## src/rtl/multi_digit_updn_cnt_if.sv

```systemverilog
`default_nettype none
// ============================================================================
// Module      : multi_digit_updn_cnt_if
// Description : Control/status bundle for the cascaded multi-digit counter.
// Revision    : 1.0 - initial release
// ============================================================================
interface multi_digit_updn_cnt_if #(
    parameter int DIGITS  = 4,
    parameter int DIGIT_W = 4
);
    logic                        cin;
    logic                        dir;
    logic [DIGITS*DIGIT_W-1:0]   limit;
    logic [DIGITS*DIGIT_W-1:0]   init_value;
    logic                        pb_clear_op;
    logic [DIGITS*DIGIT_W-1:0]   q;
    logic                        cout;
    logic                        wrap_pulse;
    logic                        zero;

    modport master (
        output cin, dir, limit, init_value, pb_clear_op,
        input  q, cout, wrap_pulse, zero
    );

    modport slave (
        input  cin, dir, limit, init_value, pb_clear_op,
        output q, cout, wrap_pulse, zero
    );
endinterface
`default_nettype wire

```

## src/rtl/multi_digit_updn_cnt.sv

```systemverilog
`default_nettype none
// ============================================================================
// Module      : multi_digit_updn_cnt
// Description : Cascaded up/down counter with per-digit modulus, optional
//               saturation and a registered wrap pulse.
// Revision    : 1.0 - initial release
// ============================================================================
module multi_digit_updn_cnt #(
    parameter int DIGITS   = 4,
    parameter int DIGIT_W  = 4,
    parameter int SATURATE = 0
) (
    input  wire                     clk,
    input  wire                     rst_n,
    multi_digit_updn_cnt_if.slave   bus
);
    localparam int C_W = DIGITS * DIGIT_W;

    logic [C_W-1:0]    r_q;
    logic              r_wrap;
    logic [C_W-1:0]    w_next;
    logic [DIGITS-1:0] w_term;
    logic [DIGITS-1:0] w_en;
    logic              w_cout;
    logic              w_sat_hold;

    generate
        for (genvar i = 0; i < DIGITS; i++) begin : g_digit
            logic [DIGIT_W-1:0] w_qi;
            logic [DIGIT_W-1:0] w_li;
            logic [DIGIT_W-1:0] w_nxt;

            assign w_qi = r_q[i*DIGIT_W +: DIGIT_W];
            assign w_li = bus.limit[i*DIGIT_W +: DIGIT_W];
            // Up treats any value at or above the limit as terminal so
            // out-of-range digits recover by wrapping to zero.
            assign w_term[i] = bus.dir ? (w_qi == '0) : (w_qi >= w_li);

            if (i == 0) begin : g_first
                assign w_en[i] = bus.cin;
            end else begin : g_chain
                assign w_en[i] = w_en[i-1] & w_term[i-1];
            end

            always_comb begin
                w_nxt = w_qi;
                if (w_en[i]) begin
                    if (!bus.dir) begin
                        w_nxt = w_term[i] ? '0 : w_qi + 1'b1;
                    end else if (w_qi == '0 || w_qi > w_li) begin
                        w_nxt = w_li;
                    end else begin
                        w_nxt = w_qi - 1'b1;
                    end
                end
            end

            assign w_next[i*DIGIT_W +: DIGIT_W] = w_nxt;
        end
    endgenerate

    assign w_cout     = w_en[DIGITS-1] & w_term[DIGITS-1];
    assign w_sat_hold = (SATURATE != 0) & w_cout;

    always_ff @(posedge clk or negedge rst_n) begin
        if (!rst_n) begin
            r_q    <= '0;
            r_wrap <= 1'b0;
        end else if (bus.pb_clear_op) begin
            r_q    <= bus.init_value;
            r_wrap <= 1'b0;
        end else if (w_sat_hold) begin
            r_wrap <= 1'b0;
        end else begin
            r_q    <= w_next;
            r_wrap <= w_cout;
        end
    end

    assign bus.q          = r_q;
    assign bus.cout       = w_cout;
    assign bus.wrap_pulse = r_wrap;
    assign bus.zero       = (r_q == '0);
endmodule
`default_nettype wire

```

## src/flat_wrapper.sv

```systemverilog
// flat-port wrapper written by rule: the top's interface ports become plain ports
module multi_digit_updn_cnt_flat 
#(
    parameter int DIGITS   = 4,
    parameter int DIGIT_W  = 4,
    parameter int SATURATE = 0
)
  (clk, rst_n, bus_cin, bus_dir, bus_limit, bus_init_value, bus_pb_clear_op, bus_q, bus_cout, bus_wrap_pulse, bus_zero);
  multi_digit_updn_cnt_if #(.DIGITS(DIGITS), .DIGIT_W(DIGIT_W)) bus_i ();
  input  wire clk;
  input  wire rst_n;
  input wire logic [$bits(bus_i.cin)-1:0] bus_cin;
  input wire logic [$bits(bus_i.dir)-1:0] bus_dir;
  input wire logic [$bits(bus_i.limit)-1:0] bus_limit;
  input wire logic [$bits(bus_i.init_value)-1:0] bus_init_value;
  input wire logic [$bits(bus_i.pb_clear_op)-1:0] bus_pb_clear_op;
  output wire logic [$bits(bus_i.q)-1:0] bus_q;
  output wire logic [$bits(bus_i.cout)-1:0] bus_cout;
  output wire logic [$bits(bus_i.wrap_pulse)-1:0] bus_wrap_pulse;
  output wire logic [$bits(bus_i.zero)-1:0] bus_zero;
  assign bus_i.cin = bus_cin;
  assign bus_i.dir = bus_dir;
  assign bus_i.limit = bus_limit;
  assign bus_i.init_value = bus_init_value;
  assign bus_i.pb_clear_op = bus_pb_clear_op;
  assign bus_q = bus_i.q;
  assign bus_cout = bus_i.cout;
  assign bus_wrap_pulse = bus_i.wrap_pulse;
  assign bus_zero = bus_i.zero;
  multi_digit_updn_cnt #(.DIGITS(DIGITS), .DIGIT_W(DIGIT_W), .SATURATE(SATURATE)) u_core (.clk(clk), .rst_n(rst_n), .bus(bus_i));
endmodule
```

## config.mk

```make
export PLATFORM = sky130hd
export DESIGN_NAME = multi_digit_updn_cnt_flat
export DESIGN_NICKNAME = d
export VERILOG_FILES = /design/src/rtl/multi_digit_updn_cnt_if.sv /design/src/rtl/multi_digit_updn_cnt.sv /design/src/flat_wrapper.sv
export SDC_FILE = /design/constraint.sdc
export NUM_CORES = 1
export LEC_CHECK = 0
export BUFFER_PORTS_ARGS = -buffer_cell sky130_fd_sc_hd__buf_2
export CORE_MARGIN = 2
export CORE_UTILIZATION = 30
export CTS_CLUSTER_SIZE = 16
export DETAILED_ROUTE_END_ITERATION = 6
export RECOVER_POWER = 100
export SYNTH_ARGS = -nofsm -noshare
export SYNTH_HDL_FRONTEND = slang
export SYNTH_SLANG_ARGS = --single-unit
```

## constraint.sdc

```tcl
create_clock -name clk -period 7.47 [get_ports clk]
set_clock_uncertainty 0.2 [all_clocks]
set_input_delay 0.3735 -clock clk [delete_from_list [all_inputs] [get_ports clk]]
set_output_delay 0.3735 -clock clk [all_outputs]
set_load 0.005 [all_outputs]
```

# Yosys cells after proc, flatten, opt, wreduce, memory -nomap -nowiden
# Cells that the tools add are included.
totals:
  register_bits: 17
  latch_bits: 0
  mem_bits_rw: 0
  mem_bits_ro: 0
  inputBits: 37
  elab_cells: 60
  n_memories: 0
op_classes:
  add_sub_neg: 8
  multipliers: 0
  n_div: 0
  magnitude_cmp: 8
  n_eq_ne: 0
  shifts: 0
  mux: 22
  bitwise: 4
  reduce_logical: 13
ops:
  columns: ["operator", "count"]
  rows:
  - ["4-bit two-way mux", 16]
  - ["4-bit by 1-bit adder with 4-bit output, second input constant", 4]
  - ["4-bit greater-or-equal comparator", 4]
  - ["4-bit greater-than comparator", 4]
  - ["16-bit logical NOT", 1]
  - ["4-bit logical NOT", 4]
  - ["16-bit two-way mux", 1]
  - ["4-bit by 1-bit subtractor with 4-bit output, second input constant", 4]
  - ["2-bit nonzero test", 4]
  - ["1-bit two-way mux", 5]
  - ["1-bit bitwise AND", 4]
  - ["1-bit logical OR", 4]

# Depth between registers and ports, before layout
# Gate-level depths: netlist of run 1.
depth:
  word_depth: 7
  ltp_mapped: 9

# Worst setup path before layout of run 1
# OpenSTA, ideal clock, no wires.
synth_timing:
  path_type: "register -> register"
  start: "reg u_core.r_q[4], in the netlist u_core.bus.q[4]"
  end: "reg u_core.r_q[8], in the netlist u_core.bus.q[8]"
  setup_time_ns: 0.124
  arrival_ns: 2.179
  slack_ns: 4.967
  path_stages_with_launch: 10
  n_path_buf: 1
  cell_sequence: "dfrtp_1 -> inv_1 -> ha_1 -> and4_1 -> a2111oi_2 -> nand2_1 -> and3_1 -> buf_4 -> o31a_1 -> o31a_1"
synth_between:
  elab_chain_cells: 4
synth_rtl:
  columns: ["item", "line", "rtl"]
  rows:
  - ["from (decl)", "multi_digit_updn_cnt.sv:19", "logic [C_W-1:0] r_q;"]
  - ["from (signal assigned)", "multi_digit_updn_cnt.sv:70", "r_q <= bus.init_value;"]
  - ["from (signal assigned)", "multi_digit_updn_cnt.sv:75", "r_q <= w_next;"]
  - ["4-bit greater-or-equal comparator or 4-bit logical NOT (tied branches)", "multi_digit_updn_cnt.sv:37", "assign w_term[i] = bus.dir ? (w_qi == '0) : (w_qi >= w_li);"]
  - ["1-bit two-way mux *", "multi_digit_updn_cnt.sv:37", null]
  - ["1-bit bitwise AND *", "multi_digit_updn_cnt.sv:42", "assign w_en[i] = w_en[i-1] & w_term[i-1];"]
  - ["2-bit nonzero test (no line) *", null, null]
# Mark *: on every way between the ends. The rest lies on a longest branch, timed or not.
# A chain may end at the register's enable or synchronous reset.

# Worst setup path in the final report of run 1
layout_timing:
  start: "reg u_core.r_q[0], in the netlist u_core.bus.q[0]"
  end: "out bus_cout"
layout_between:
  elab_chain_cells: 6
layout_rtl:
  columns: ["item", "line", "rtl"]
  rows:
  - ["4-bit greater-or-equal comparator or 4-bit logical NOT (tied branches)", "multi_digit_updn_cnt.sv:37", null]
  - ["1-bit two-way mux *", "multi_digit_updn_cnt.sv:37", null]
  - ["1-bit bitwise AND * (3 in a row)", "multi_digit_updn_cnt.sv:42", null]
  - ["1-bit bitwise AND *", "multi_digit_updn_cnt.sv:62", "assign w_cout = w_en[DIGITS-1] & w_term[DIGITS-1];"]
  - ["to (decl)", "flat_wrapper.sv:18", "output wire logic [$bits(bus_i.cout)-1:0] bus_cout;"]
# Marks and branches as above.

==> results of run 1 <==
-- critical path, cell delays in order, from the launching register on --
cell	delay, ns
dfrtp_1	0.45
inv_1	0.12
ha_1	0.29
and4_1	0.20
a2111oi_0	0.09
a221oi_1	0.75
nand4_1	0.42
a211oi_1	0.35
clkbuf_1	0.15
-- timing repair --
action / in CTS / in global routing
hold buffers: 1 / 0
setup endpoints to repair: 0 / 0
setup buffers: 0 / 0
hold endpoints to repair: 17 / 0
-- metrics by stage --
stage / util, % / std cells / hold slack [ns]
after detailed placement: 36.2 / 398 / 0.157
after floorplan: - / 256 / -0.122
after CTS: 37.1 / 403 / 0.124
after global routing: 36.1 / 403 / 0.143
final: 36.1 / 403 / 0.127
after global placement: 36.2 / 398 / 0.144
-- registers in the layout, indices dropped and copies added, names as in the netlist --
name                   flops
u_core.bus.wrap_pulse      1
u_core.bus.q              16
-- cell usage after synthesis, types with 2 or more instances --
| cell type | n |
|---|---|
| o22ai_1 | 2 |
| o311ai_0 | 2 |
| inv_1 | 24 |
| o21a_1 | 2 |
| mux2i_1 | 10 |
| xor2_1 | 11 |
| a21o_1 | 3 |
| xnor2_1 | 4 |
| o211ai_1 | 7 |
| nand2b_1 | 5 |
| clkbuf_1 | 7 |
| or3b_2 | 2 |
| nor2_1 | 14 |
| o31a_1 | 5 |
| a2bb2oi_1 | 4 |
| dfrtp_1 | 17 |
| a31oi_1 | 3 |
| or2_2 | 2 |
| nand2_1 | 23 |
| and4_1 | 3 |
| nor3_1 | 4 |
| and3_1 | 3 |
| nor2b_1 | 4 |
| ha_1 | 25 |
| o21ai_0 | 21 |
| and2_1 | 2 |
| nand3_1 | 8 |
| a21oi_1 | 13 |
| a21boi_0 | 2 |
-- routing by layer --
layer,global-route usage [%],part of all wire [%]
met1,19.5,48
met5,0,0
met4,1.68,0.22
met2,26.2,47
met3,2.73,5.3
-- area by class of cell --
cell class	count	area, µm²	area share [%]
Inverter	24	90.1	3.67
Timing Repair Buffer	56	272	11.1
Clock inverter	1	5.00	0.204
Tap cell	96	120	4.90
Multi-Input combinational cell	206	1500	61.1
Sequential cell	17	425	17.3
Clock buffer	3	41.3	1.68
-- where the power goes --
group,total [mW],switching (mW),internal [mW]
logic,0.198,0.105,0.0932
registers,0.133,0.0279,0.105
clock network,0.0753,0.0381,0.0371
total,0.406,0.171,0.235
-- cell families (layout without fill, tap and decap cells) --
group	Yosys count	in the layout	synth area share, %
muxes	11	11	5.29
DFF	17	17	20.2
AOI/OAI and AO/OA	77	77	27.3
adders and majority gates	25	25	14.9
buffers and inverters	33	84	6.12
and+or+nand+nor	78	78	19.9
xor gates and xnor gates	15	15	6.24
-- worst paths after layout --
path / end
max: bus_cout
min: u_core.bus.q[12]
max reg2reg: u_core.bus.q[13]
min reg2reg: u_core.bus.q[12]
max in group asynchronous: u_core.bus.q[14]
min in group asynchronous: u_core.bus.q[9]
==> impl_metrics.yaml, run 1 <==
timing:
  post-route-period-util_pct: 49.2
  tightestPinTransition_ns: 1.14
  fin_tns_setup_ns: 0
  grt_setup_unrepaired: "false"
  fin_crit_ns: 3.67
  layout_setup_ws_ns: 3.80
  slew_viol_final: 0
  relSlewSlack_pct: 24.2
  fmax_mhz: 272
  finalSetupViolCount: 0
  finalHoldViolCount: 0
placement:
  placed_area_um2: 2460
  place_congestion: 0.786
  port_buffers: 55
  hpwl_mm: 4.29
  preCtsSetupSlack_ns: 4.62
yosys:
  ys.flop_type: "dfrtp_1"
  avgSynthCellArea_um2: 8.22
  synthDistinctLibCells: 53
  synth_area_leader_cell: "dfrtp_1"
  async_flop_share_pct: 100
  syn_nets: 318
  yosys_register_bits: 17
  seq_area_frac_synth_pct: 20.2
  synth-edff-count: 0
  synth.top_cell.area_share_pct: 20.2
  synth.area.top_cells: "dfrtp_1, ha_1, o21ai_0, mux2i_1, xor2_1"
  syn_area_um2: 2100
  yosys_warnings: 0
  syn_inst: 256
global_routing:
  grt_use_total_pct: 14.9
  grt_pass1_vias: 1988
  grt_max_degree: 32
  grt_pass1_wl_mm: 9.26
  antenna_found_initial: 0
  grt.overflow.total: 0
worst_setup_path:
  crit_type: "reg -> out"
  cp.arrival_ns: 3.10
  reg2reg_slack_ns: 4.27
  cp.required_ns: 6.90
  startpoint_type: "register"
  endpoint_kind: "output port"
  regToRegStartpoint: "u_core.bus.q[0]"
  r2r_cells: 8
  cp_max_fo: 8
  setup.worst_path.start: "u_core.bus.q[0]"
worst_hold_path:
  worstHoldPathType: "in -> reg"
  hold_path.startpoint: "bus_init_value[12]"
  hold-path-cell-count: 3
cts:
  cts_tree: "yes"
  cts-root-buf: "clkbuf_8"
  clk_pin_slew_ns: 0.08
  numCtsBuffers: 3
  clockBufferDepth: 2
  htreeDepth: 1
  cts-resized-gates: 0
  cts_sinks: 17
  clkLatencyLatePin_ns: 0.26
drt:
  wirelength_mm: 5.56
  drc: 0
  num_vias: 2046
  ant_nets: 0
  viasPerCell: 5.08
  drt-initial-drc-count: 54
  wl_per_cell_um: 13.8
  drt_pass1_iterations: 4
layout:
  area.growth.synth_to_final_pct: 16.6
  diodes: 0
  layout_common_cells: "buf_2, ha_1, inv_1"
  post_route_cells_drive_above_1_share_pct: 18.9
  final_common_cell: "buf_2"
  post-route-cell-area_um2: 2450
  n_fill_cell: 744
  finalNetCount: 370
power_and_ir_drop:
  peakVddDrop_mv: 0.0507
  p_leak_nw: 1.15
  total_power_mw: 0.406
  power_density_nw_per_um2: 166
floorplan:
  start_util_pct: 31.0
  rows: 30
  pin_count: 56
  die_w_um: 87.8
  dieArea_um2: 7700
  core_um2: 6790
  die_y_um: 87.8
outcome:
  status: "completed"
flow_run:
  max-cap-violations: 0
Power figures use the tool's default switching activity.
==> run 2, diff against run 1 <==
Clock period 7.47 ns to 3.2 ns, I/O delays scaled along.
==> run 2 against run 1 <==
Net effect: wire length rose by 2.9%; total power rose by 140%; cell count rose by 1.2%; cell area rose by 3.3%; critical path depth did not move; register-to-register slack got worse by 3.8 ns; die area did not move; clock-buffer cell count did not move; clock power rose by 130%; utilization rose by 1.2 points; critical endpoint unchanged.
==> impl_metrics.yaml, run 2 (same netlist as run 1, synthesis figures left out) <==
floorplan:
  start_util_pct: 31.0
  die_y_um: 87.8
  dieArea_um2: 7700
  core_um2: 6790
  die_w_um: 87.8
  rows: 30
  pin_count: 56
layout:
  multi_input_area_um2: 1540
  post-route-cell-area_um2: 2530
  diodes: 0
  area.growth.synth_to_final_pct: 20.5
  layout_common_cells: "buf_2, ha_1, inv_1"
  finalNetCount: 375
  largest_reg_flops: 16
  final_common_cell: "buf_2"
  n_fill_cell: 748
  post_route_cells_drive_above_1_share_pct: 19.6
  finalNonFillerCells: 408
  regArea_um2: 425
timing:
  finalHoldViolCount: 0
  tightestPinTransition_ns: 1.07
  finalSetupViolCount: 0
  fmax_mhz: 340
  whs_ns: 0.00540
  post-route-period-util_pct: 92.0
  grt_setup_unrepaired: "false"
  fin_crit_ns: 2.95
  fin_tns_setup_ns: 0
  slew_viol_final: 0
  relSlewSlack_pct: 28.6
cts:
  htreeDepth: 1
  cts_sinks: 17
  cts-root-buf: "clkbuf_8"
  cts.hold.buffers_added: 5
  clk_pin_slew_ns: 0.09
  clockBufferDepth: 2
  clkLatencyLatePin_ns: 0.27
  numCtsBuffers: 3
  cts_setup_buffers: 0
  cts_tree: "yes"
  cts-resized-gates: 0
drt:
  wirelength_mm: 5.72
  num_vias: 2071
  viasPerCell: 5.08
  drt-initial-drc-count: 52
  wl_per_cell_um: 14.0
  drt_pass1_iterations: 4
  drc: 0
  ant_nets: 0
worst_setup_path:
  r2r_cells: 8
  startpoint_type: "register"
  endpoint_kind: "output port"
  crit_type: "reg -> out"
  cp_max_fo: 8
  cp.arrival_ns: 2.59
  cp.required_ns: 2.84
placement:
  place_congestion: 0.849
  hpwl_mm: 4.53
  placed_area_um2: 2470
  dp_cells: 399
  port_buffers: 55
power_and_ir_drop:
  p_leak_nw: 1.18
  power_density_nw_per_um2: 381
  total_power_mw: 0.966
  peakVddDrop_mv: 0.168
global_routing:
  grt_max_degree: 32
  antenna_found_initial: 0
  grt.overflow.total: 0
  grt_use_total_pct: 15.5
  grt_pass1_wl_mm: 9.65
  grt_pass1_vias: 1972
worst_hold_path:
  hold-path-cell-count: 3
  worstHoldPathType: "in -> reg"
outcome:
  status: "completed"
flow_run:
  max-cap-violations: 0
==> run 2: area by class of cell <==
cell class,instances,area share [%]
repair buffers,61,12.4
well taps,96,4.74
clock inverters,1,0.197
clock buffers,3,1.63
flip-flops and latches,17,16.8
multi-input cells,206,60.7
inverters,24,3.55
==> run 2: power by group <==
part | total (mW) | switching [mW] | leakage [nW] | internal (mW)
Combinational | 0.483 | 0.256 | 0.954 | 0.227
Clock | 0.174 | 0.0876 | 0.0255 | 0.0867
Sequential | 0.308 | 0.0641 | 0.197 | 0.244
Total | 0.966 | 0.408 | 1.18 | 0.558
==> run 2: routing by layer <==
metal / vias up / track usage [%] / share of wire, %
met5: - / 0 / 0
met4: 0 / 0.699 / 0.12
met3: 2 / 2.73 / 4.6
met2: 45 / 27.1 / 48
met1: 983 / 21.0 / 47
li1: 1041 / - / -
==> run 2: path summary, 6_finish.rpt <==
kind                               startpoint                to  slack (ns)
hold reg to reg              u_core.bus.q[12]  u_core.bus.q[12]        0.47
setup reg to reg              u_core.bus.q[0]   u_core.bus.q[8]        0.49
setup / recovery              u_core.bus.q[0]          bus_cout        0.25
min in group asynchronous               rst_n  u_core.bus.q[13]        0.41
max in group asynchronous               rst_n   u_core.bus.q[7]        1.74
hold / removal             bus_init_value[14]  u_core.bus.q[14]       0.005
==> run 2: metrics by stage <==
stage | setup slack (ns) | utilization, %
2_1_floorplan | 0.697 | -
4_1_cts | 0.222 | 37.8
6_report | 0.255 | 37.3
3_3_place_gp | 0.522 | 36.3
5_1_grt | 0.0362 | 37.3
3_5_place_dp | 0.500 | 36.3
==> run 2: critical path, cell delays in order (launching register included) <==
cell	delay [ns]
dfrtp_1	0.47
inv_1	0.13
ha_1	0.30
and4_4	0.22
a2111oi_2	0.07
a221oi_4	0.43
nand4_2	0.26
a211oi_2	0.30
clkbuf_1	0.15
==> run 3, diff against run 2 <==
Settings changed: CORE_UTILIZATION 30 to 42, PLACE_DENSITY set to 0.66.
Clock period 3.2 ns to 3.3 ns, I/O delays scaled along.
==> run 3 against run 2 <==
Net effect: sequential power is 3% lower; global-route usage is 4.1 points higher; clock power is 6% lower; cell area is 1.2% lower; worst setup slack better by 0.077 ns; via count is 0.87% lower; sequential share of layout area is 0.20 points higher; die area is 27% lower; non-clock buffer count is 1 higher; critical endpoint unchanged.
==> impl_metrics.yaml, run 3 (same netlist as run 1, synthesis figures left out) <==
timing:
  finalSetupViolCount: 0
  grt_setup_unrepaired: "false"
  fin_tns_setup_ns: 0
  relSlewSlack_pct: 32.2
  fin_crit_ns: 2.97
  tightestPinTransition_ns: 1.02
  finalHoldViolCount: 0
  slew_viol_final: 0
  fmax_mhz: 337
  post-route-period-util_pct: 90.0
  layout_setup_ws_ns: 0.332
placement:
  port_buffers: 55
  preCtsSetupSlack_ns: 0.638
  hpwl_mm: 4.12
  place_congestion: 0.817
worst_hold_path:
  worstHoldPathType: "in -> reg"
worst_setup_path:
  max_stage_delay_ns: 0.46
  startpoint_type: "register"
  endpoint_kind: "output port"
  worstPathCellList: "inv_1, ha_1, and4_4, a2111oi_2, a221oi_4, nand4_1, a211oi_2, clkbuf_1"
  cp_max_fo: 8
  cpMaxStageDelayCell: "dfrtp_1"
  path_buf_inv: 2
  cp.arrival_ns: 2.60
  cp_top_family: "compound AO/OA/AOI/OAI gates"
  cp.required_ns: 2.93
  crit_type: "reg -> out"
floorplan:
  die_y_um: 74.8
  pin_count: 56
  rows: 25
  dieArea_um2: 5590
  die_w_um: 74.8
  core_um2: 4790
  start_util_pct: 44.0
global_routing:
  antenna_found_initial: 0
  grt_max_degree: 32
  grt.overflow.total: 0
  grt_use_total_pct: 19.6
  grt_pass1_vias: 1887
  grt_pass1_wl_mm: 8.56
cts:
  cts-root-buf: "clkbuf_8"
  cts-resized-gates: 0
  clk_pin_slew_ns: 0.08
  clkLatencyLatePin_ns: 0.26
  htreeDepth: 1
  clockBufferDepth: 2
  numCtsBuffers: 3
  cts_tree: "yes"
  cts_sinks: 17
outcome:
  status: "completed"
drt:
  ant_nets: 0
  viasPerCell: 5.40
  drt_pass1_iterations: 4
  drc: 0
  drt-initial-drc-count: 89
  wl_per_cell_um: 13.9
  wirelength_mm: 5.27
  num_vias: 2053
layout:
  layout_common_cells: "buf_2, ha_1, inv_1"
  diodes: 0
  final_common_cell: "buf_2"
  area.growth.synth_to_final_pct: 19.0
  finalNetCount: 376
  n_fill_cell: 492
  largest_reg_flops: 16
  post_route_cells_drive_above_1_share_pct: 19.8
power_and_ir_drop:
  total_power_mw: 0.931
  power_density_nw_per_um2: 372
  peakVddDrop_mv: 0.173
  p_leak_nw: 1.18
flow_run:
  max-cap-violations: 0
run 3: tightest hold or removal path: stages:
cell,delay [ns]
buf_2,0.09
o22ai_1,0.06
a31oi_1,0.12
run 3: area by class of cell:
cell class                      instances  area (µm²)  area share [%]
Multi-Input combinational cell        206        1530            61.1
Tap cell                               67        83.8            3.35
Clock buffer                            3        41.3            1.65
Timing Repair Buffer                   62         328            13.1
Inverter                               24        90.1            3.60
Sequential cell                        17         425            17.0
Clock inverter                          1        5.00           0.200
run 3: path summary, 6_finish.rpt:
path / startpoint / to / slack, ns / cells past startpoint
min in group asynchronous: rst_n / u_core.bus.q[11] / 0.39 / 2
min reg2reg: u_core.bus.q[12] / u_core.bus.q[12] / 0.47 / 2
max reg2reg: u_core.bus.q[0] / u_core.bus.q[13] / 0.54 / 8
max in group asynchronous: rst_n / u_core.bus.q[1] / 1.89 / 2
min: bus_init_value[11] / u_core.bus.q[11] / 0.02 / 3
max: u_core.bus.q[0] / bus_cout / 0.33 / 8
run 3: timing repair:
| action | in CTS | in global routing |
|---|---|---|
| hold buffers | 6 | 0 |
| setup buffers | 0 | 0 |
| hold endpoints to repair | 22 | 0 |
run 3: stage by stage:
stage / area (µm²) / cells / hold WS (ns) / util, %
after floorplan: 2100 / 256 / -0.331 / -
after global placement: 2430 / 370 / -0.0705 / 50.8
after detailed placement: 2430 / 370 / -0.0750 / 50.8
after CTS: 2540 / 380 / 0.0171 / 53.0
after global routing: 2500 / 380 / 0.0280 / 52.3
final: 2500 / 380 / 0.0197 / 52.3
run 3: power by group:
part | switching, mW | total, mW | internal, mW | leakage [nW]
clock | 0.0797 | 0.164 | 0.0840 | 0.0255
sequential | 0.0621 | 0.299 | 0.237 | 0.197
combinational | 0.246 | 0.468 | 0.222 | 0.961
run 3: metal layers:
layer	vias up	GRT usage, %	part of all wire (%)
li1	1041	-	-
met4	0	4.17	0.93
met2	51	32.7	47
met3	6	3.48	4.8
met5	-	0	0
met1	955	26.5	48
